<file path="config.mk">
export PLATFORM = sky130hd
export DESIGN_NAME = bt_uart_msg_rx
export DESIGN_NICKNAME = d
export VERILOG_FILES = /design/src/rtl/bt_uart_msg_rx_pkg.sv /design/src/rtl/uart_rx_core.sv /design/src/rtl/bt_uart_msg_rx.sv
export SDC_FILE = /design/constraint.sdc
export NUM_CORES = 1
export LEC_CHECK = 0
export CAP_MARGIN = 20
export CORE_ASPECT_RATIO = 0.75
export CORE_UTILIZATION = 50
export DETAILED_ROUTE_END_ITERATION = 12
export PLACE_DENSITY_LB_ADDON = 0.1
export SYNTH_ARGS = -nofsm -noshare
export SYNTH_HDL_FRONTEND = slang
export SYNTH_HIERARCHICAL = 1
export SYNTH_SLANG_ARGS = --single-unit
</file>
<file path="constraint.sdc">
create_clock -name clk -period 2 [get_ports clk]
set_clock_uncertainty 0.15 [all_clocks]
set_input_delay 0.3 -clock clk [delete_from_list [all_inputs] [get_ports clk]]
set_output_delay 0.3 -clock clk [all_outputs]
set_load 0.02 [all_outputs]
</file>
<file path="src/rtl/bt_uart_msg_rx_pkg.sv">
// Shared constants and bit-FSM state encoding for the Bluetooth UART receive path.
package bt_uart_msg_rx_pkg;

    localparam int unsigned DEF_CLKS_PER_BIT = 434;
    localparam int unsigned DEF_MAX_LEN      = 8;
    localparam int unsigned CNT_W            = 9;
    localparam int unsigned LEN_W            = 4;

    localparam logic [7:0] CHAR_HASH = 8'h23;

    typedef enum logic [2:0] {
        ST_IDLE  = 3'd0,
        ST_START = 3'd1,
        ST_DATA  = 3'd2,
        ST_STOP  = 3'd3,
        ST_BREAK = 3'd4
    } rx_state_e;

endpackage

</file>
<file path="src/rtl/uart_rx_core.sv">
// 8N1 UART deserialiser: 2-flop input synchroniser plus mid-bit sampling bit FSM.
module uart_rx_core
    import bt_uart_msg_rx_pkg::*;
#(
    parameter int unsigned CLKS_PER_BIT = DEF_CLKS_PER_BIT
) (
    input  logic       clk,
    input  logic       rst,
    input  logic       rx,
    output logic [7:0] rx_byte,
    output logic       rx_byte_valid,
    output logic       frame_err,
    output logic       busy
);

    localparam logic [CNT_W-1:0] CNT_HALF = CNT_W'((CLKS_PER_BIT - 1) / 2);
    localparam logic [CNT_W-1:0] CNT_FULL = CNT_W'(CLKS_PER_BIT - 1);

    logic             rx_meta_q;
    logic             rx_s_q;
    rx_state_e        state_q;
    logic [CNT_W-1:0] cnt_q;
    logic [2:0]       bit_idx_q;
    logic [7:0]       shreg_q;

    // Synchroniser flops idle high so reset never looks like a start bit.
    always_ff @(posedge clk) begin
        if (rst) begin
            rx_meta_q <= 1'b1;
            rx_s_q    <= 1'b1;
        end else begin
            rx_meta_q <= rx;
            rx_s_q    <= rx_meta_q;
        end
    end

    always_ff @(posedge clk) begin
        if (rst) begin
            state_q       <= ST_IDLE;
            cnt_q         <= '0;
            bit_idx_q     <= '0;
            shreg_q       <= '0;
            rx_byte       <= '0;
            rx_byte_valid <= 1'b0;
            frame_err     <= 1'b0;
        end else begin
            rx_byte_valid <= 1'b0;
            frame_err     <= 1'b0;
            cnt_q         <= cnt_q + CNT_W'(1);
            unique case (state_q)
                ST_IDLE: begin
                    cnt_q <= '0;
                    if (!rx_s_q) begin
                        state_q <= ST_START;
                    end
                end
                ST_START: begin
                    // Re-check the line half a bit in; a short low pulse is ignored.
                    if (cnt_q == CNT_HALF) begin
                        cnt_q     <= '0;
                        bit_idx_q <= '0;
                        state_q   <= rx_s_q ? ST_IDLE : ST_DATA;
                    end
                end
                ST_DATA: begin
                    if (cnt_q == CNT_FULL) begin
                        cnt_q              <= '0;
                        shreg_q[bit_idx_q] <= rx_s_q;
                        if (bit_idx_q == 3'd7) begin
                            state_q <= ST_STOP;
                        end else begin
                            bit_idx_q <= bit_idx_q + 3'd1;
                        end
                    end
                end
                ST_STOP: begin
                    if (cnt_q == CNT_FULL) begin
                        cnt_q <= '0;
                        if (rx_s_q) begin
                            rx_byte       <= shreg_q;
                            rx_byte_valid <= 1'b1;
                            state_q       <= ST_IDLE;
                        end else begin
                            frame_err <= 1'b1;
                            state_q   <= ST_BREAK;
                        end
                    end
                end
                ST_BREAK: begin
                    // Line held low: wait for it to return high before hunting a new start bit.
                    cnt_q <= '0;
                    if (rx_s_q) begin
                        state_q <= ST_IDLE;
                    end
                end
                default: begin
                    cnt_q   <= '0;
                    state_q <= ST_IDLE;
                end
            endcase
        end
    end

    assign busy = (state_q != ST_IDLE);

endmodule

</file>
<file path="src/rtl/bt_uart_msg_rx.sv">
// Bluetooth UART receiver: deserialises bytes and assembles terminator-delimited messages.
module bt_uart_msg_rx
    import bt_uart_msg_rx_pkg::*;
#(
    parameter int unsigned CLKS_PER_BIT = DEF_CLKS_PER_BIT,
    parameter int unsigned MAX_LEN      = DEF_MAX_LEN,
    parameter logic [7:0]  TERM_CHAR    = CHAR_HASH
) (
    input  logic                 clk,
    input  logic                 rst,
    input  logic                 rx,
    output logic [7:0]           rx_byte,
    output logic                 rx_byte_valid,
    output logic                 frame_err,
    output logic [8*MAX_LEN-1:0] msg_data,
    output logic [LEN_W-1:0]     msg_len,
    output logic                 msg_valid,
    output logic                 msg_overflow,
    output logic                 busy
);

    localparam logic [LEN_W-1:0] LEN_MAX = LEN_W'(MAX_LEN);

    logic [8*MAX_LEN-1:0] buf_q;
    logic [LEN_W-1:0]     count_q;
    logic                 ovf_q;

    uart_rx_core #(
        .CLKS_PER_BIT (CLKS_PER_BIT)
    ) u_core (
        .clk           (clk),
        .rst           (rst),
        .rx            (rx),
        .rx_byte       (rx_byte),
        .rx_byte_valid (rx_byte_valid),
        .frame_err     (frame_err),
        .busy          (busy)
    );

    // Message assembler; buffer is cleared after every message so unused bytes read as 0.
    always_ff @(posedge clk) begin
        if (rst) begin
            buf_q        <= '0;
            count_q      <= '0;
            ovf_q        <= 1'b0;
            msg_data     <= '0;
            msg_len      <= '0;
            msg_valid    <= 1'b0;
            msg_overflow <= 1'b0;
        end else begin
            msg_valid    <= 1'b0;
            msg_overflow <= 1'b0;
            if (frame_err) begin
                buf_q   <= '0;
                count_q <= '0;
                ovf_q   <= 1'b0;
            end else if (rx_byte_valid) begin
                if (rx_byte == TERM_CHAR) begin
                    if (ovf_q) begin
                        msg_overflow <= 1'b1;
                    end else begin
                        msg_data  <= buf_q;
                        msg_len   <= count_q;
                        msg_valid <= 1'b1;
                    end
                    buf_q   <= '0;
                    count_q <= '0;
                    ovf_q   <= 1'b0;
                end else if (count_q < LEN_MAX) begin
                    for (int unsigned i = 0; i < MAX_LEN; i++) begin
                        if (LEN_W'(i) == count_q) begin
                            buf_q[8*i +: 8] <= rx_byte;
                        end
                    end
                    count_q <= count_q + LEN_W'(1);
                end else begin
                    ovf_q <= 1'b1;
                end
            end
        end
    end

endmodule
</file>
==> results of run 1 <==
==> layout make-up <==
type                    count  area [µm²]
fillers                  1052        4750
flip-flops and latches    174        3490
multi-input cells         521        3370
repair buffers            142        1330
clock buffers              20         457
well taps                 175         219
clock inverters             9         184
inverters                  10        37.5
==> kinds of logic after synthesis <==
family | share of synthesized area (%)
AOI/OAI and AO/OA | 21.9
xor gates and xnor gates | 0.854
and+or+nand+nor | 19.0
buffers and inverters | 5.82
adders and majority gates | 1.57
DFF | 48.5
muxes | 2.37
==> tightest hold or removal path, cell delays in order <==
cell                     delay (ps)
sky130_fd_sc_hd__buf_2          140
sky130_fd_sc_hd__or4_4          200
sky130_fd_sc_hd__nor2_1          50
==> cells in the mapped netlist (2+ instances only) <==
cell / n
sky130_fd_sc_hd__nor2_1: 35
sky130_fd_sc_hd__nand4_1: 73
sky130_fd_sc_hd__o2111ai_1: 3
sky130_fd_sc_hd__buf_6: 3
sky130_fd_sc_hd__or2_2: 3
sky130_fd_sc_hd__or4_1: 5
sky130_fd_sc_hd__dfxtp_1: 174
sky130_fd_sc_hd__ha_1: 9
sky130_fd_sc_hd__buf_2: 22
sky130_fd_sc_hd__o211ai_1: 8
sky130_fd_sc_hd__a21o_1: 8
sky130_fd_sc_hd__nor3_1: 2
sky130_fd_sc_hd__a31oi_1: 9
sky130_fd_sc_hd__nor3b_1: 3
sky130_fd_sc_hd__clkbuf_1: 56
sky130_fd_sc_hd__o22ai_1: 57
sky130_fd_sc_hd__a21oi_1: 74
sky130_fd_sc_hd__and4_1: 2
sky130_fd_sc_hd__nand2b_1: 4
sky130_fd_sc_hd__nand3_1: 27
sky130_fd_sc_hd__nand4bb_1: 4
sky130_fd_sc_hd__nor4_1: 7
sky130_fd_sc_hd__and3_1: 3
sky130_fd_sc_hd__mux2i_1: 17
sky130_fd_sc_hd__nand4b_1: 4
sky130_fd_sc_hd__nand2_1: 61
sky130_fd_sc_hd__and2_1: 2
sky130_fd_sc_hd__nand3b_1: 2
sky130_fd_sc_hd__xnor2_1: 4
sky130_fd_sc_hd__inv_1: 10
sky130_fd_sc_hd__and4b_1: 2
sky130_fd_sc_hd__o31ai_1: 69
sky130_fd_sc_hd__xor2_1: 3
sky130_fd_sc_hd__buf_1: 5
==> power by group through the flow <==
stage	combinational (mW)	clock [mW]	sequential, mW
after floorplan	0.164	0	3.58
after global placement	0.204	0	3.60
after detailed placement	0.215	0	3.60
after CTS	0.218	3.69	3.52
after global routing	0.259	3.84	3.52
final	0.238	3.66	3.52
==> per-stage QoR <==
stage / worst slack, ps / total power [mW] / hold slack, ps / instance area, µm² / cells
after global placement: 69.2 / 3.80 / 243 / 8360 / 1021
final: 32.2 / 7.42 / 142 / 9090 / 1051
after detailed placement: -20.5 / 3.81 / 254 / 8360 / 1021
after floorplan: 31.4 / 3.75 / 239 / 7180 / 792
after global routing: -15.5 / 7.62 / 161 / 9090 / 1051
after CTS: 2.10 / 7.43 / 154 / 9020 / 1050
==> per-layer routing <==
layer	wire [µm]	vias to the layer above
li1	-	3134
met1	9280	3210
met2	9080	238
met3	1180	25
met4	255	0
met5	0	-
==> state kept, by name (all words and copies together), names as in the netlist <==
| name | cells |
|---|---|
| buf_q | 64 |
| msg_data | 64 |
| u_core/cnt_q | 9 |
| u_core/rx_byte | 8 |
| u_core/shreg_q | 8 |
| count_q | 4 |
| msg_len | 4 |
| u_core/bit_idx_q | 3 |
| u_core/state_q | 3 |
| msg_overflow | 1 |
| msg_valid | 1 |
| ovf_q | 1 |
| u_core/frame_err | 1 |
| u_core/rx_byte_valid | 1 |
| u_core/rx_meta_q | 1 |
| u_core/rx_s_q | 1 |
==> what timing repair did <==
action,4_1_cts,5_1_grt
gates resized for setup,15,21
pin swaps,0,3
buffers inserted,0,1
endpoints found under the setup margin,13,15
==> worst paths after layout <==
path,to,slack [ps],depth (start not counted),startpoint
min reg2reg,u_core/rx_s_q,260,1,u_core/rx_meta_q
min,u_core/cnt_q[1],140,3,rst
max,u_core/state_q[0],30,6,u_core/cnt_q[2]
max reg2reg,u_core/state_q[0],30,6,u_core/cnt_q[2]
==> impl_table.tex, run 1 <==
\begin{tabular}{lr}
\hline
Metric & Value \\
\hline
\multicolumn{2}{l}{\textbf{Outcome}} \\
Run status & finished clean \\
\multicolumn{2}{l}{\textbf{Timing}} \\
Transition time of the tightest slew-check pin & 593 ps \\
Relative slew slack & roughly three fifths \\
Setup repair after global routing missed its margin & yes \\
Maximum operating frequency & $\sim$500 MHz \\
Crit share post-route & 98.4\% \\
Total negative setup slack & 0 ps \\
Final Critical Period & 1970 ps \\
Max-slew violation count & 0 \\
Count of final setup violators & 0 \\
Final Hold Fails & 0 \\
\multicolumn{2}{l}{\textbf{Final layout}} \\
Fraction of layout instances using a drive strength above 1 & 14.0\% \\
Leading cell types in the layout, fill and taps excluded & 166 x sky130\_fd\_sc\_hd\_\_dfxtp\_1, 73 x sky130\_fd\_sc\_hd\_\_nand4\_1, 73 x sky130\_fd\_sc\_hd\_\_a21oi\_1, 71 x sky130\_fd\_sc\_hd\_\_clkdlybuf4s50\_1, 69 x sky130\_fd\_sc\_hd\_\_o31ai\_1 \\
Area overhead of the layout relative to synthesis & 26.6\% \\
Antenna Cells & 0 \\
Commonest non-fill, non-tap cell in the layout & sky130\_fd\_sc\_hd\_\_dfxtp\_1 \\
Total number of nets in the final design & between 800 and 900 \\
Finished Core Util & roughly two thirds \\
\multicolumn{2}{l}{\textbf{Synthesis}} \\
Flip-flop cell with the highest count after synthesis & sky130\_fd\_sc\_hd\_\_dfxtp\_1 \\
Average instance area after synthesis & about 9.1 µm² \\
Number of enable-type register cells in the synthesized netlist & 0 \\
Synthesized instance count & between 700 and 800 \\
Synthesized net count & approximately 800 \\
Number of distinct standard cells referenced by the synthesized netlist & 56 \\
Count of yosys warnings during synthesis & 6 \\
Sequential share of the synthesized area & between 40\% and 50\% \\
Cell type with the largest total area after synthesis & sky130\_fd\_sc\_hd\_\_dfxtp\_1 \\
Area share of the leading cell type in the synthesized netlist & between 40\% and 50\% \\
Top area cells in the synthesized netlist & sky130\_fd\_sc\_hd\_\_dfxtp\_1 49\%, sky130\_fd\_sc\_hd\_\_o31ai\_1 7.2\%, sky130\_fd\_sc\_hd\_\_nand4\_1 6.4\%, sky130\_fd\_sc\_hd\_\_a21oi\_1 5.2\%, sky130\_fd\_sc\_hd\_\_o22ai\_1 5.0\% \\
Async SR Flop Fraction & 0\% \\
Yosys reg bits & $\sim$170 \\
Summed instance area of the synthesized netlist & about 7200 µm² \\
\multicolumn{2}{l}{\textbf{Worst setup path}} \\
Startpoint Class & register \\
Critical-path top delay cell & sky130\_fd\_sc\_hd\_\_or4\_4 \\
Category of the most critical setup path & register to register \\
Crit path DAT & 2170 ps \\
Cells traversed along the worst timing path & and4b\_1, nand4\_1, buf\_6, a21o\_1, or4\_4, a21oi\_2 \\
Critical Path Max Stage Delay & about 480 ps \\
Maximum fanout along the worst path & 12 \\
Setup crit end kind & register \\
Number of buffers and inverters on the critical path & 1 \\
Required time of the worst setup path & $\sim$2200 ps \\
Top Family by Delay on Critical Path & simple AND/OR/NAND/NOR gates \\
\multicolumn{2}{l}{\textbf{Detailed routing}} \\
First-pass iteration count of the detailed router & 5 \\
DRC Markers & 0 \\
Average wire per cell in the routed design & $\sim$19 µm \\
Routed wire length & approximately 20000 µm \\
Via Count & $\sim$6600 \\
Antenna Violating Nets Remaining & 0 \\
Starting DRT DRC Count & $\sim$520 \\
Per-cell via count in the routed design & 6.29 \\
\multicolumn{2}{l}{\textbf{Power}} \\
Clock share of power & about half \\
Net switching component of the power & $\sim$1.6 mW \\
Sequential share of power & between 40\% and 50\% \\
Combinational share of power & 3.2\% \\
Sw Share & 21.0\% \\
Worst IR Drop VDD & just under 0.0006 V \\
Leakage power figure & $\sim$3.1 nW \\
Int Pwr & 5.86 mW \\
Total power density per cell area & between 800 and 900 nW/µm² \\
\multicolumn{2}{l}{\textbf{Min path}} \\
Hold Crit Class & input port to register \\
\multicolumn{2}{l}{\textbf{Clock network}} \\
Clk root buf & sky130\_fd\_sc\_hd\_\_clkbuf\_16 \\
Bufs on Longest Clock Path & 2 \\
CTS Hold Bufs & 0 \\
Clock latency reported for the late side of the worst-skew pair & 430 ps \\
TritonCTS buffer count & 17 \\
H-tree level count & 4 \\
Clock edge transition at the registers on the reported setup and hold paths & roughly 70 ps \\
TritonCTS clock tree & yes \\
Clock sinks & 174 \\
\multicolumn{2}{l}{\textbf{Place}} \\
Input/output buffers & between 80 and 90 \\
Gpl congestion & 0.871 \\
Post-detail-place hpwl & between 10000 and 15000 µm \\
\multicolumn{2}{l}{\textbf{Floorplan}} \\
Horizontal extent of the die & about 140 µm \\
Count of pins on the block boundary & 84 \\
Area of the die & between 10000 and 15000 µm² \\
Height of the die & between 100 and 150 µm \\
Cell Rows & 37 \\
Starting density of the core & between 50\% and 60\% \\
Core Footprint & between 10000 and 15000 µm² \\
\multicolumn{2}{l}{\textbf{GRT}} \\
Antenna violations before repair & 0 \\
Global routing's busiest layer & met2 \\
Vias in the first global route & approximately 6000 \\
Total routing usage reported by global routing & between 20\% and 30\% \\
Largest net degree at the start of global routing & 48 \\
Met3 capacity usage during global routing & just over 6\% \\
First-pass GRT wire length & roughly 32000 µm \\
Grt met2 use & 42.4\% \\
Overflow after GRT & 0 \\
Routing usage on met1 & a little under two fifths \\
\multicolumn{2}{l}{\textbf{Run}} \\
Max-cap violations & 0 \\
\hline
\end{tabular}
(Power assumes the default switching activity.)
==> run 2, diff against run 1 <==
clock period = 2.15 ns   (was 2 ns; I/O delays follow)
==> impl_table.tex, run 2 (synthesis gave the netlist of run 1 again) <==
\begin{tabular}{lr}
\hline
Metric & Value \\
\hline
\multicolumn{2}{l}{\textbf{Outcome}} \\
Run status & finished clean (unchanged) \\
\multicolumn{2}{l}{\textbf{Clock network}} \\
Clock edge transition at the registers on the reported setup and hold paths & 60 ps (was 70 ps) \\
TritonCTS buffer count & 17 (unchanged) \\
Post-CTS setup buffers & 0 (unchanged) \\
CTS Hold Bufs & 0 (unchanged) \\
Clock latency reported for the late side of the worst-skew pair & 430 ps (about the same) \\
Bufs on Longest Clock Path & 2 (unchanged) \\
Clk root buf & sky130\_fd\_sc\_hd\_\_clkbuf\_16 (unchanged) \\
Clock sinks & 174 (unchanged) \\
TritonCTS clock tree & yes (unchanged) \\
H-tree level count & 4 (unchanged) \\
\multicolumn{2}{l}{\textbf{Detailed routing}} \\
Per-cell via count in the routed design & 6.27 (was 6.29) \\
First-pass iteration count of the detailed router & 7 (was 5) \\
Starting DRT DRC Count & 634 (was 522) \\
Average wire per cell in the routed design & 18.9 µm (was 18.8 µm) \\
Antenna Violating Nets Remaining & 0 (unchanged) \\
Via Count & 6482 (was 6607) \\
Routed wire length & 19500 µm (was 19800 µm) \\
DRC Markers & 0 (unchanged) \\
\multicolumn{2}{l}{\textbf{Worst setup path}} \\
Required time of the worst setup path & 1680 ps (was 2210 ps) \\
Startpoint of the lowest-slack register-to-register path & u\_core/cnt\_q[4] (was u\_core/cnt\_q[2]) \\
Crit path DAT & 1630 ps (was 2170 ps) \\
Category of the most critical setup path & register to primary output (was register to register) \\
Maximum fanout along the worst path & 7 (was 12) \\
Setup crit end kind & primary output (was register) \\
Startpoint Class & register (unchanged) \\
Timing startpoint of the critical path & u\_core/state\_q[0] (was u\_core/cnt\_q[2]) \\
\multicolumn{2}{l}{\textbf{Timing}} \\
Transition time of the tightest slew-check pin & 592 ps (was 593 ps) \\
Maximum operating frequency & 475 MHz \\
Count of final setup violators & 0 (unchanged) \\
Crit share post-route & around 100\% \\
Max-slew violation count & 0 (unchanged) \\
Hold\_ws & 195 ps (was 142 ps) \\
Final Hold Fails & 0 (unchanged) \\
Relative slew slack & 60.3\% (was 60.4\%) \\
Final Critical Period & approximately 2100 ps \\
\multicolumn{2}{l}{\textbf{Power}} \\
Leakage power figure & 2.90 nW (was 3.07 nW) \\
Worst IR Drop VDD & 0.000523 V (was 0.000588 V) \\
Total power density per cell area & 753 nW/µm² (was 816 nW/µm²) \\
\multicolumn{2}{l}{\textbf{Floorplan}} \\
Height of the die & 106 µm (unchanged) \\
Core Footprint & 13800 µm² (unchanged) \\
Horizontal extent of the die & 140 µm (unchanged) \\
Cell Rows & 37 (unchanged) \\
Starting density of the core & 51.9\% (unchanged) \\
Area of the die & 14800 µm² (unchanged) \\
Count of pins on the block boundary & 84 (unchanged) \\
\multicolumn{2}{l}{\textbf{Final layout}} \\
Antenna Cells & 0 (unchanged) \\
Commonest non-fill, non-tap cell in the layout & sky130\_fd\_sc\_hd\_\_dfxtp\_1 (unchanged) \\
Fill cell instance count of the final layout & 1085 (was 1052) \\
Area overhead of the layout relative to synthesis & 23.9\% (was 26.6\%) \\
Footprint of the multi-input gates & 3320 µm² (was 3370 µm²) \\
Largest registers in the final layout & buf\_q x64, msg\_data x64, u\_core/cnt\_q x9 (unchanged) \\
Finished Core Util & 64.3\% (was 65.7\%) \\
Sequential standard cell area & 3480 µm² (was 3490 µm²) \\
Leading cell types in the layout, fill and taps excluded & 173 x sky130\_fd\_sc\_hd\_\_dfxtp\_1, 81 x sky130\_fd\_sc\_hd\_\_clkdlybuf4s50\_1, 74 x sky130\_fd\_sc\_hd\_\_a21oi\_1, 73 x sky130\_fd\_sc\_hd\_\_nand4\_1, 69 x sky130\_fd\_sc\_hd\_\_o31ai\_1 (was 166 x sky130\_fd\_sc\_hd\_\_dfxtp\_1, 73 x sky130\_fd\_sc\_hd\_\_nand4\_1, 73 x sky130\_fd\_sc\_hd\_\_a21oi\_1, 71 x sky130\_fd\_sc\_hd\_\_clkdlybuf4s50\_1, 69 x sky130\_fd\_sc\_hd\_\_o31ai\_1) \\
Total number of nets in the final design & 860 (was 878) \\
Fraction of layout instances using a drive strength above 1 & 10.2\% (was 14.0\%) \\
\multicolumn{2}{l}{\textbf{GRT}} \\
Largest net degree at the start of global routing & 60 (was 48) \\
Overflow after GRT & 0 (unchanged) \\
Vias in the first global route & 6061 (was 6117) \\
Total routing usage reported by global routing & 26.7\% (was 27.1\%) \\
Antenna violations before repair & 0 (unchanged) \\
First-pass GRT wire length & 31200 µm (was 31800 µm) \\
\multicolumn{2}{l}{\textbf{Run}} \\
Max-cap violations & 0 (unchanged) \\
\multicolumn{2}{l}{\textbf{Place}} \\
Post-detail-place hpwl & 12400 µm (was 12700 µm) \\
Input/output buffers & 83 (unchanged) \\
Gpl congestion & 0.870 (was 0.871) \\
\multicolumn{2}{l}{\textbf{Min path}} \\
Hold\_sp & rst (unchanged) \\
Hold Crit Class & input port to register (unchanged) \\
\hline
\end{tabular}
-- run 2: cell count changes in the layout (fill, tap and decap cells not counted), moves of 4 or more --
| cell | change |
|---|---|
| sky130_fd_sc_hd__buf_4 | -19 |
| sky130_fd_sc_hd__clkbuf_8 | +4 |
| sky130_fd_sc_hd__clkdlybuf4s50_1 | +10 |
| sky130_fd_sc_hd__dfxtp_1 | +7 |
| sky130_fd_sc_hd__dfxtp_2 | -7 |
| sky130_fd_sc_hd__dlygate4sd2_1 | -7 |
-- run 2: worst paths after layout --
check / to / slack (ps) / depth (start not counted)
max: busy / 40 / 3
min: u_core/cnt_q[1] / 200 / 3
max reg2reg: u_core/shreg_q[7] / 90 / 6
min reg2reg: u_core/rx_s_q / 260 / 1
-- run 2: final cells by class --
class,count,share of cell area [%]
clock buffer,25,5.79
clock inverter,5,1.15
inverter,10,0.422
multi-input combinational,521,37.3
sequential,174,39.2
tap,175,2.46
timing repair buffer,124,13.7
-- run 2: routing by layer --
| layer | GRT usage, % | part of all wire (%) |
|---|---|---|
| met3 | 4.18 | 5.9 |
| met1 | 38.3 | 48 |
| met2 | 40.0 | 44 |
| met5 | 0 | 0 |
| met4 | 10.0 | 2.1 |
-- run 2: through the flow --
stage | cell area, µm² | instances | setup WS (ps) | TNS [ps] | power, mW
after detailed placement | 8260 | 1004 | 66.7 | 0 | 3.54
after floorplan | 7180 | 792 | 181 | 0 | 3.49
after CTS | 8880 | 1034 | 47.8 | 0 | 6.70
after global routing | 8900 | 1034 | -6.17 | -6.17 | 6.89
after global placement | 8260 | 1004 | 124 | 0 | 3.53
final | 8900 | 1034 | 44.3 | 0 | 6.70
-- run 2: power breakdown --
part	total, mW	leakage (nW)	internal, mW	switching, mW
Clock	3.22	0.301	2.00	1.22
Combinational	0.203	1.19	0.0740	0.129
Sequential	3.28	1.40	3.25	0.0292
Total	6.70	2.90	5.32	1.38
-- run 2: worst max-delay path, cell delays in order (launching register included) --
cell                            delay [ps]
sky130_fd_sc_hd__dfxtp_1               320
sky130_fd_sc_hd__buf_4                 160
sky130_fd_sc_hd__or3_1                 380
sky130_fd_sc_hd__dlygate4sd2_1         340
-- run 2: what timing repair did --
action	in CTS	in global routing
gates resized for setup	1	4
gates cloned	0	0
setup endpoints to repair	1	12
==> run 3, diff against run 2 <==
ABC_CLOCK_PERIOD_IN_PS = 2150   (was default)
==> results of run 3 <==
Same layout as run 2: the final DEF is identical, and so are final timing and power.
